==> config.mk <==
export PLATFORM = sky130hd
export DESIGN_NAME = axi4lite_regif
export DESIGN_NICKNAME = d
export VERILOG_FILES = /design/src/rtl/axi4lite_regif.sv
export SDC_FILE = /design/constraint.sdc
export NUM_CORES = 1
export LEC_CHECK = 0
export CAP_MARGIN = 40
export CORE_AREA = 2 2 137 139
export DETAILED_ROUTE_END_ITERATION = 6
export DIE_AREA = 0 0 139 141
export PLACE_DENSITY = 0.79
export SYNTH_ARGS = -nofsm -noshare
export SYNTH_HDL_FRONTEND = slang
export SYNTH_SLANG_ARGS = --single-unit
==> constraint.sdc <==
create_clock -name iCLK -period 7.6 [get_ports iCLK]
set_input_delay 1.52 -clock iCLK [delete_from_list [all_inputs] [get_ports iCLK]]
set_output_delay 1.52 -clock iCLK [all_outputs]
set_load 0.01 [all_outputs]
==> src/rtl/axi4lite_regif.sv <==
`default_nettype none
// +------------------------------------------------------------------------+
// | Module   : axi4lite_regif                                               |
// | Purpose  : AXI4-Lite slave front end for the GPIO register block.       |
// |            One-entry AW/W/AR holding buffers, round-robin read/write    |
// |            sequencer, register strobes, OKAY/SLVERR/DECERR responses.   |
// | Options  : AXIL_RD_PIPE_EN - sample iPRDAT/iPERR one cycle after oPRDEN |
// |            for register blocks with registered read outputs.            |
// | Revision : 1.0  initial release                                         |
// +------------------------------------------------------------------------+
module axi4lite_regif #(
  parameter int ADDR_W = 32,
  parameter int DATA_W = 32,
  parameter int REG_AW = 8
) (
  input  logic                iCLK,
  input  logic                iRST,
  input  logic [ADDR_W-1:0]   iAWADDR,
  input  logic                iAWVALID,
  output logic                oAWREADY,
  input  logic [DATA_W-1:0]   iWDATA,
  input  logic [DATA_W/8-1:0] iWSTRB,
  input  logic                iWVALID,
  output logic                oWREADY,
  output logic [1:0]          oBRESP,
  output logic                oBVALID,
  input  logic                iBREADY,
  input  logic [ADDR_W-1:0]   iARADDR,
  input  logic                iARVALID,
  output logic                oARREADY,
  output logic [DATA_W-1:0]   oRDATA,
  output logic [1:0]          oRRESP,
  output logic                oRVALID,
  input  logic                iRREADY,
  output logic [REG_AW-1:0]   oPWADR,
  output logic [DATA_W-1:0]   oPWDAT,
  output logic [DATA_W/8-1:0] oPWSTB,
  output logic                oPWRTE,
  output logic [REG_AW-1:0]   oPRADR,
  output logic                oPRDEN,
  input  logic [DATA_W-1:0]   iPRDAT,
  input  logic                iPERR
);

  localparam int ADDR_LSB = (DATA_W == 64) ? 3 : 2;
  localparam int WIN_TOP  = ADDR_LSB + REG_AW;

  localparam logic [1:0] RESP_OKAY   = 2'b00;
  localparam logic [1:0] RESP_SLVERR = 2'b10;
  localparam logic [1:0] RESP_DECERR = 2'b11;

  typedef enum logic [2:0] {
    ST_IDLE   = 3'd0,
    ST_WR     = 3'd1,
    ST_WRESP  = 3'd2,
    ST_RD     = 3'd3,
`ifdef AXIL_RD_PIPE_EN
    ST_RDWAIT = 3'd4,
`endif
    ST_RRESP  = 3'd5
  } state_t;

  state_t state;

  logic                aw_full, w_full, ar_full;
  logic [ADDR_W-1:0]   aw_addr_q, ar_addr_q;
  logic [DATA_W-1:0]   w_data_q;
  logic [DATA_W/8-1:0] w_strb_q;

  logic aw_hs, w_hs, ar_hs, b_hs, r_hs;
  logic wr_elig, rd_elig, grant_wr, grant_rd;
  logic last_rd;     // 1: last grant went to a read
  logic wr_dec;      // current write is out of window
  logic rd_dec;      // current read is out of window

  logic [ADDR_W-1:0]   wr_addr, rd_addr;
  logic [DATA_W-1:0]   wr_data;
  logic [DATA_W/8-1:0] wr_strb;
  logic [REG_AW-1:0]   wr_word, rd_word;
  logic                wr_oob, rd_oob;
  logic [1:0]          rd_resp;

  // Ready outputs: a buffer accepts while empty, never during reset.
  assign oAWREADY = ~aw_full & ~iRST;
  assign oWREADY  = ~w_full  & ~iRST;
  assign oARREADY = ~ar_full & ~iRST;

  assign aw_hs = iAWVALID & oAWREADY;
  assign w_hs  = iWVALID  & oWREADY;
  assign ar_hs = iARVALID & oARREADY;
  assign b_hs  = oBVALID  & iBREADY;
  assign r_hs  = oRVALID  & iRREADY;

  // A request arriving this cycle is visible to the sequencer without waiting
  // for its buffer flag, which keeps strobe latency at one cycle.
  assign wr_addr = aw_full ? aw_addr_q : iAWADDR;
  assign wr_data = w_full  ? w_data_q  : iWDATA;
  assign wr_strb = w_full  ? w_strb_q  : iWSTRB;
  assign rd_addr = ar_full ? ar_addr_q : iARADDR;

  assign wr_word = wr_addr[ADDR_LSB +: REG_AW];
  assign rd_word = rd_addr[ADDR_LSB +: REG_AW];
  assign wr_oob  = (wr_addr >> WIN_TOP) != '0;
  assign rd_oob  = (rd_addr >> WIN_TOP) != '0;

  assign wr_elig  = (aw_full | aw_hs) & (w_full | w_hs);
  assign rd_elig  = ar_full | ar_hs;
  assign grant_wr = wr_elig & (~rd_elig | last_rd);
  assign grant_rd = rd_elig & ~grant_wr;

  assign rd_resp = iPERR ? RESP_SLVERR : RESP_OKAY;

  // Holding buffers: fill on handshake, drain when the response is accepted.
  always_ff @(posedge iCLK or posedge iRST) begin
    if (iRST) begin
      aw_full   <= 1'b0;
      w_full    <= 1'b0;
      ar_full   <= 1'b0;
      aw_addr_q <= '0;
      ar_addr_q <= '0;
      w_data_q  <= '0;
      w_strb_q  <= '0;
    end else begin
      if (aw_hs) begin
        aw_full   <= 1'b1;
        aw_addr_q <= iAWADDR;
      end else if (b_hs) begin
        aw_full   <= 1'b0;
      end
      if (w_hs) begin
        w_full    <= 1'b1;
        w_data_q  <= iWDATA;
        w_strb_q  <= iWSTRB;
      end else if (b_hs) begin
        w_full    <= 1'b0;
      end
      if (ar_hs) begin
        ar_full   <= 1'b1;
        ar_addr_q <= iARADDR;
      end else if (r_hs) begin
        ar_full   <= 1'b0;
      end
    end
  end

  // Sequencer: arbitration, register strobes and registered AXI responses.
  always_ff @(posedge iCLK or posedge iRST) begin
    if (iRST) begin
      state   <= ST_IDLE;
      last_rd <= 1'b1;
      wr_dec  <= 1'b0;
      rd_dec  <= 1'b0;
      oPWADR  <= '0;
      oPWDAT  <= '0;
      oPWSTB  <= '0;
      oPWRTE  <= 1'b0;
      oPRADR  <= '0;
      oPRDEN  <= 1'b0;
      oBVALID <= 1'b0;
      oBRESP  <= RESP_OKAY;
      oRVALID <= 1'b0;
      oRRESP  <= RESP_OKAY;
      oRDATA  <= '0;
    end else begin
      oPWRTE <= 1'b0;
      oPRDEN <= 1'b0;
      case (state)
        ST_IDLE: begin
          if (grant_wr) begin
            last_rd <= 1'b0;
            wr_dec  <= wr_oob;
            oPWADR  <= wr_word;
            oPWDAT  <= wr_data;
            oPWSTB  <= wr_strb;
            oPWRTE  <= ~wr_oob;
            state   <= ST_WR;
          end else if (grant_rd) begin
            last_rd <= 1'b1;
            rd_dec  <= rd_oob;
            oPRADR  <= rd_word;
            oPRDEN  <= ~rd_oob;
            state   <= ST_RD;
          end
        end
        ST_WR: begin
          oBVALID <= 1'b1;
          oBRESP  <= wr_dec ? RESP_DECERR : (iPERR ? RESP_SLVERR : RESP_OKAY);
          state   <= ST_WRESP;
        end
        ST_WRESP: begin
          if (iBREADY) begin
            oBVALID <= 1'b0;
            state   <= ST_IDLE;
          end
        end
`ifdef AXIL_RD_PIPE_EN
        ST_RD: begin
          if (rd_dec) begin
            oRVALID <= 1'b1;
            oRDATA  <= '0;
            oRRESP  <= RESP_DECERR;
            state   <= ST_RRESP;
          end else begin
            state   <= ST_RDWAIT;
          end
        end
        ST_RDWAIT: begin
          oRVALID <= 1'b1;
          oRDATA  <= iPRDAT;
          oRRESP  <= rd_resp;
          state   <= ST_RRESP;
        end
`else
        ST_RD: begin
          oRVALID <= 1'b1;
          oRDATA  <= rd_dec ? '0 : iPRDAT;
          oRRESP  <= rd_dec ? RESP_DECERR : rd_resp;
          state   <= ST_RRESP;
        end
`endif
        ST_RRESP: begin
          if (iRREADY) begin
            oRVALID <= 1'b0;
            state   <= ST_IDLE;
          end
        end
        default: state <= ST_IDLE;
      endcase
    end
  end

endmodule
`default_nettype wire

* Yosys cells after proc, flatten, opt, wreduce, memory -nomap -nowiden
Cells that the tools add are included.
Storage, ports and cells: register bits after elaboration 201, bits of input ports 140, output and inout bits 95
Cells by class: eq/ne operators 7, muxes and demuxes 29, bitwise gates (word level) 23, reduce and logical (&&, ||, !) cells 15
Operator list (count):
- $mux 32 | 4
- $reduce_bool 32->1 | 2
- $pmux 3 s5 | 1
- $mux 1 | 14
- $mux 3 | 4
- $reduce_bool 2->1 | 6
- $and 1x1->1 | 11
- $not 1->1 | 8
- $reduce_and 2->1 | 4
- $eq 3x2->1 const B | 2
- $mux 2 | 3
- $reduce_and 3->1 | 2
- $mux 4 | 1
- $ne 2x2->1 const B | 2
- $or 1x1->1 | 4
- $pmux 1 s2 | 2
- $eq 3x1->1 const B | 1
- $eq 3x3->1 const B | 1
- $logic_not 3->1 | 1
- $ne 3x3->1 const B | 1

* Depth between registers and ports, before layout
depth after elaboration 12, gate-level depth with buffers 7, mapped depth without buffers 4

* Least setup slack after synthesis
OpenSTA, ideal clock, no wires.
path kind input port to output port, from input iRST, to output oAWREADY, data arrival time 1709 ps, required time 6080 ps, path slack 4371 ps, cell stages on the path 1, cell sequence nor2_1
On the way: cells in the longest elaborated chain, start to end 2
Ends and longest elaborated chain:
- from (decl) | line 17 | input logic iRST,
- $not 1->1 | line 84 | assign oAWREADY = ~aw_full & ~iRST;
- $and 1x1->1 | line 84
- to (decl) | line 20 | output logic oAWREADY,
No other way between the ends.

* Worst setup path after layout
from input iRST, to output oWREADY
On the way: cells in the longest elaborated chain, start to end 2
Ends and longest elaborated chain:
- $not 1->1 | line 85 | assign oWREADY = ~w_full & ~iRST;
- $and 1x1->1 | line 85
- to (decl) | line 24 | output logic oWREADY,
No other way between the ends.

==> summary.txt <==
Synthesis
  – Seq cells post-synth: 197
  – Leading cell type by number of instances after synthesis: dfrtp_1
  – Leading register cell type out of synthesis: dfrtp_1
  – Count of mapped cells out of synthesis: 624
  – Top post-synthesis cells by area: dfrtp_1, mux2_2, mux2_4, nand2_1, o21ai_0
  – Mean cell area of the mapped netlist: 13.63 sq um
  – Share of the yosys chip area belonging to registers: 0.5796
  – Number of enable-type register cells in the synthesized netlist: 0
  – Fraction of registers with async set/reset: 1.000
  – Yosys warnings: 0
  – Netlist cell types: 34
  – Portion of synthesized cell area occupied by the leading cell type: 0.5765
  – Cell type contributing the most total cell area after synthesis: dfrtp_1
  – Cell types with the highest counts after synthesis: dfrtp_1, mux2_2, nand2_1
  – Combined area of all synthesized cells: around 8500 sq um
  – Nets in the synthesized netlist: 764

Timing
  – Fin Hold WS: 0.4816 ns
  – Setup tns final: 0 ns
  – Number of hold violations in the final report: 0
  – Worst clock skew: about 0.014 ns
  – Unrepaired setup endpoints after global routing: false
  – Post-layout minimum cycle time: between 4 and 5 ns
  – Share of the cycle needed by the critical path after routing: 0.5892
  – Transition time at the pin with the least slew margin: ~0.84 ns
  – Setup violations, final: 0
  – Max Clock Freq: 223.3 MHz
  – Slew Viols, Final: 0
  – Normalized max-slew margin: 0.4372

Hold path
  – Worst Min Path Start: oRDATA[15]$_DFFE_PP0P_
  – Number of cells traversed by the worst hold path: 2
  – Hold/Removal Path Class: register to register
  – Endpoint of the worst hold path: oRDATA[15]$_DFFE_PP0P_

Die
  – Area of the core: 18270 sq um
  – Cell Rows: 50
  – Die Ht: approximately 140 um
  – Total I/O pin count: ~240
  – Area of the die: between 15000 and 20000 sq um
  – Width of the die: ~140 um
  – Initial Utilization: 0.4658

Setup path
  – R2r setup slk: around 5.1 ns
  – Worst path max stage delay: 0.64 ns
  – Critical path's most frequent cell: clkdlybuf4s50_1
  – Required time at the endpoint of the critical path: a little over 6 ns
  – Gate family responsible for the most delay along the worst path: buffers and inverters
  – Critical path capture point type: output port
  – Crit-path slowest cell: clkdlybuf4s50_1
  – Largest driver fanout on the critical path: 8
  – Kind of critical path: primary input to output port
  – Combined buffer and inverter count along the critical path: 2
  – FF-to-FF Start: w_full$_DFFE_PP0P_
  – Cell-by-cell listing of the critical path: clkdlybuf4s50_1 > nor2_1 > clkdlybuf4s50_1
  – Kind of launch point of the worst setup path: primary input
  – Endpoint of the worst register-to-register path: oPWDAT[31]$_DFFE_PP0P_
  – Data arrival time of the critical path: 2.96 ns
  – Worst R2R Path Depth: 6

GRT
  – Overall track demand over capacity in global routing: 0.1898
  – Global-route wire length before repair: ~30000 um
  – Number of antenna violations at the first check in global routing: 0
  – Total congestion overflow after global routing: 0
  – Largest net degree at the start of global routing: between 80 and 90
  – Number of global-route vias before repair: around 5700

Detailed routing
  – Final wirelength: 18280 um
  – Ratio of routed vias to standard cells: 5.078
  – Number of detailed-route iterations in the first pass: 4
  – DRT iter0 DRCs: 280
  – Vias after detailed routing: between 5000 and 6000
  – DRC: 0
  – Routed len/inst: 16.71 um
  – Residual antenna-violating net count after detailed routing: 0

Clock tree
  – Hold-fix buffers at CTS: 0
  – Insertion delay to the later sink of the worst-skew pair: roughly 0.43 ns
  – Register clock-pin slew on the reported worst setup and hold paths: 0.07 ns
  – Buffers inserted by post-CTS timing repair: 0
  – Bufs on Longest Clock Path: 2
  – Clock root buffer: clkbuf_16
  – Clock tree from TritonCTS: built
  – Clock buffer count from CTS: 17
  – Clock H-tree levels: 4
  – Clock sink total: 197
  – CTS-repair resized insts: 0

Power
  – Sw Share: 0.2998
  – P_sw: 0.001258 W
  – Maximum ir drop on the vdd rail: around 0.00019 V
  – Ratio of total power to cell area: 359.6 nW/um^2
  – Leakage power summed over all cells: approximately 4.9 nW
  – Relative contribution of sequential cells to total power: 0.418
  – Proportion of power drawn by combinational gates: 0.366
  – Share of total power in the clock network: 0.216
  – Cell-internal power: just under 0.003 W

Layout
  – Number of filler instances in the final layout: between 1000 and 1500
  – Nets: between 900 and 1000
  – Share of post-route cells with drive strength above 1: 0.2942
  – # diodes: 0
  – Synth-to-Final Area Change: 37.12%

Place
  – Detail Placement HPWL: approximately 13000 um
  – Port Buffer Count: 230
  – Final estimated routing congestion in global placement: between 0.8 and 0.9

Run
  – Max capacitance violation total: 0

Outcome
  – Outcome: completed
-- worst min-delay path: cells and delay by family (launching register included) --
family,cells,cell delay [ns]
flip-flops,1,0.34
AO/OA/AOI/OAI,1,0.06
AND/OR/NAND/NOR,1,0.04
-- stage by stage --
step,instance area [sq um],total power (W),instances,setup slack [ns],util
finish,11670,0.004195,1094,3.122,0.6386
global route,11670,0.004430,1094,3.067,0.6386
CTS,11670,0.004244,1094,3.117,0.6386
detailed placement,11070,0.003325,1063,3.129,0.6061
global placement,10980,0.003246,1059,3.147,0.6009
floorplan,8508,0.002720,624,0.7127,-
-- flip-flops by register name, summed over array words and instances (netlist names), 4 cells and up --
signal,flops
oPWDAT,32
oPWSTB,4
w_strb_q,4
oPWADR,8
ar_addr_q,30
w_data_q,32
oRDATA,32
oPRADR,8
aw_addr_q,30
-- worst max-delay path by stage --
| stage | from | to | slack, ns | depth (start not counted) |
|---|---|---|---|---|
| floorplan | iRST | ar_addr_q[10]$_DFFE_PP0P_ | 0.71 | 1 |
| global placement | iRST | oAWREADY | 3.15 | 3 |
| detailed placement | iRST | oWREADY | 3.13 | 3 |
| CTS | iRST | oWREADY | 3.12 | 3 |
| global route | iRST | oAWREADY | 3.07 | 3 |
| finish | iRST | oWREADY | 3.12 | 3 |
-- power by group through the flow --
stage	clock [W]	sequential [W]	combinational [W]
floorplan	0	0.00175	0.000970
global placement	0	0.00175	0.00150
detailed placement	0	0.00177	0.00155
CTS	0.000928	0.00176	0.00156
global route	0.000969	0.00181	0.00165
finish	0.000906	0.00176	0.00153
-- cells by family after synthesis --
group / after synthesis / share of synthesized area
buf+inv: 39 / 0.02353
flops: 197 / 0.5796
mux: 204 / 0.2863
compound gates: 56 / 0.04059
simple gates: 128 / 0.07000
-- layer usage --
metal | global-route usage | wire length [um]
met1 | 0.2565 | 8211
met2 | 0.3067 | 8858
met3 | 0.05707 | 1074
met4 | 0.03987 | 138
met5 | 0 | 0
-- layout by cell type, fill, tap and decap left out, types with 2 or more instances in the layout --
master	synthesis	final
a21o_1	4	4
a21oi_1	3	3
and2_1	4	3
buf_12	0	2
buf_16	0	2
buf_4	0	5
clkbuf_16	0	17
clkdlybuf4s50_1	0	230
clkinv_4	0	3
clkinv_8	0	2
clkinvlp_4	0	2
dfrtp_1	196	195
inv_1	4	3
inv_8	0	6
mux2_2	163	163
mux2_4	38	38
mux2i_1	3	3
nand2_1	76	75
nand4_1	4	4
nor2_1	11	11
nor2b_1	5	5
nor3_1	5	4
nor4_1	18	18
nor4b_1	2	2
o21ai_0	37	37
o22ai_1	3	3
-- area by class of cell --
class	count	area, sq um	area share
flip-flops and latches	197	4932	0.4228
inverters	5	26.28	0.002252
repair buffers	239	2435	0.2087
clock buffers	17	425.4	0.03647
clock inverters	14	168.9	0.01448
well taps	234	292.8	0.02510
multi-input cells	388	3386	0.2902
Power figures use the tool's default switching activity.
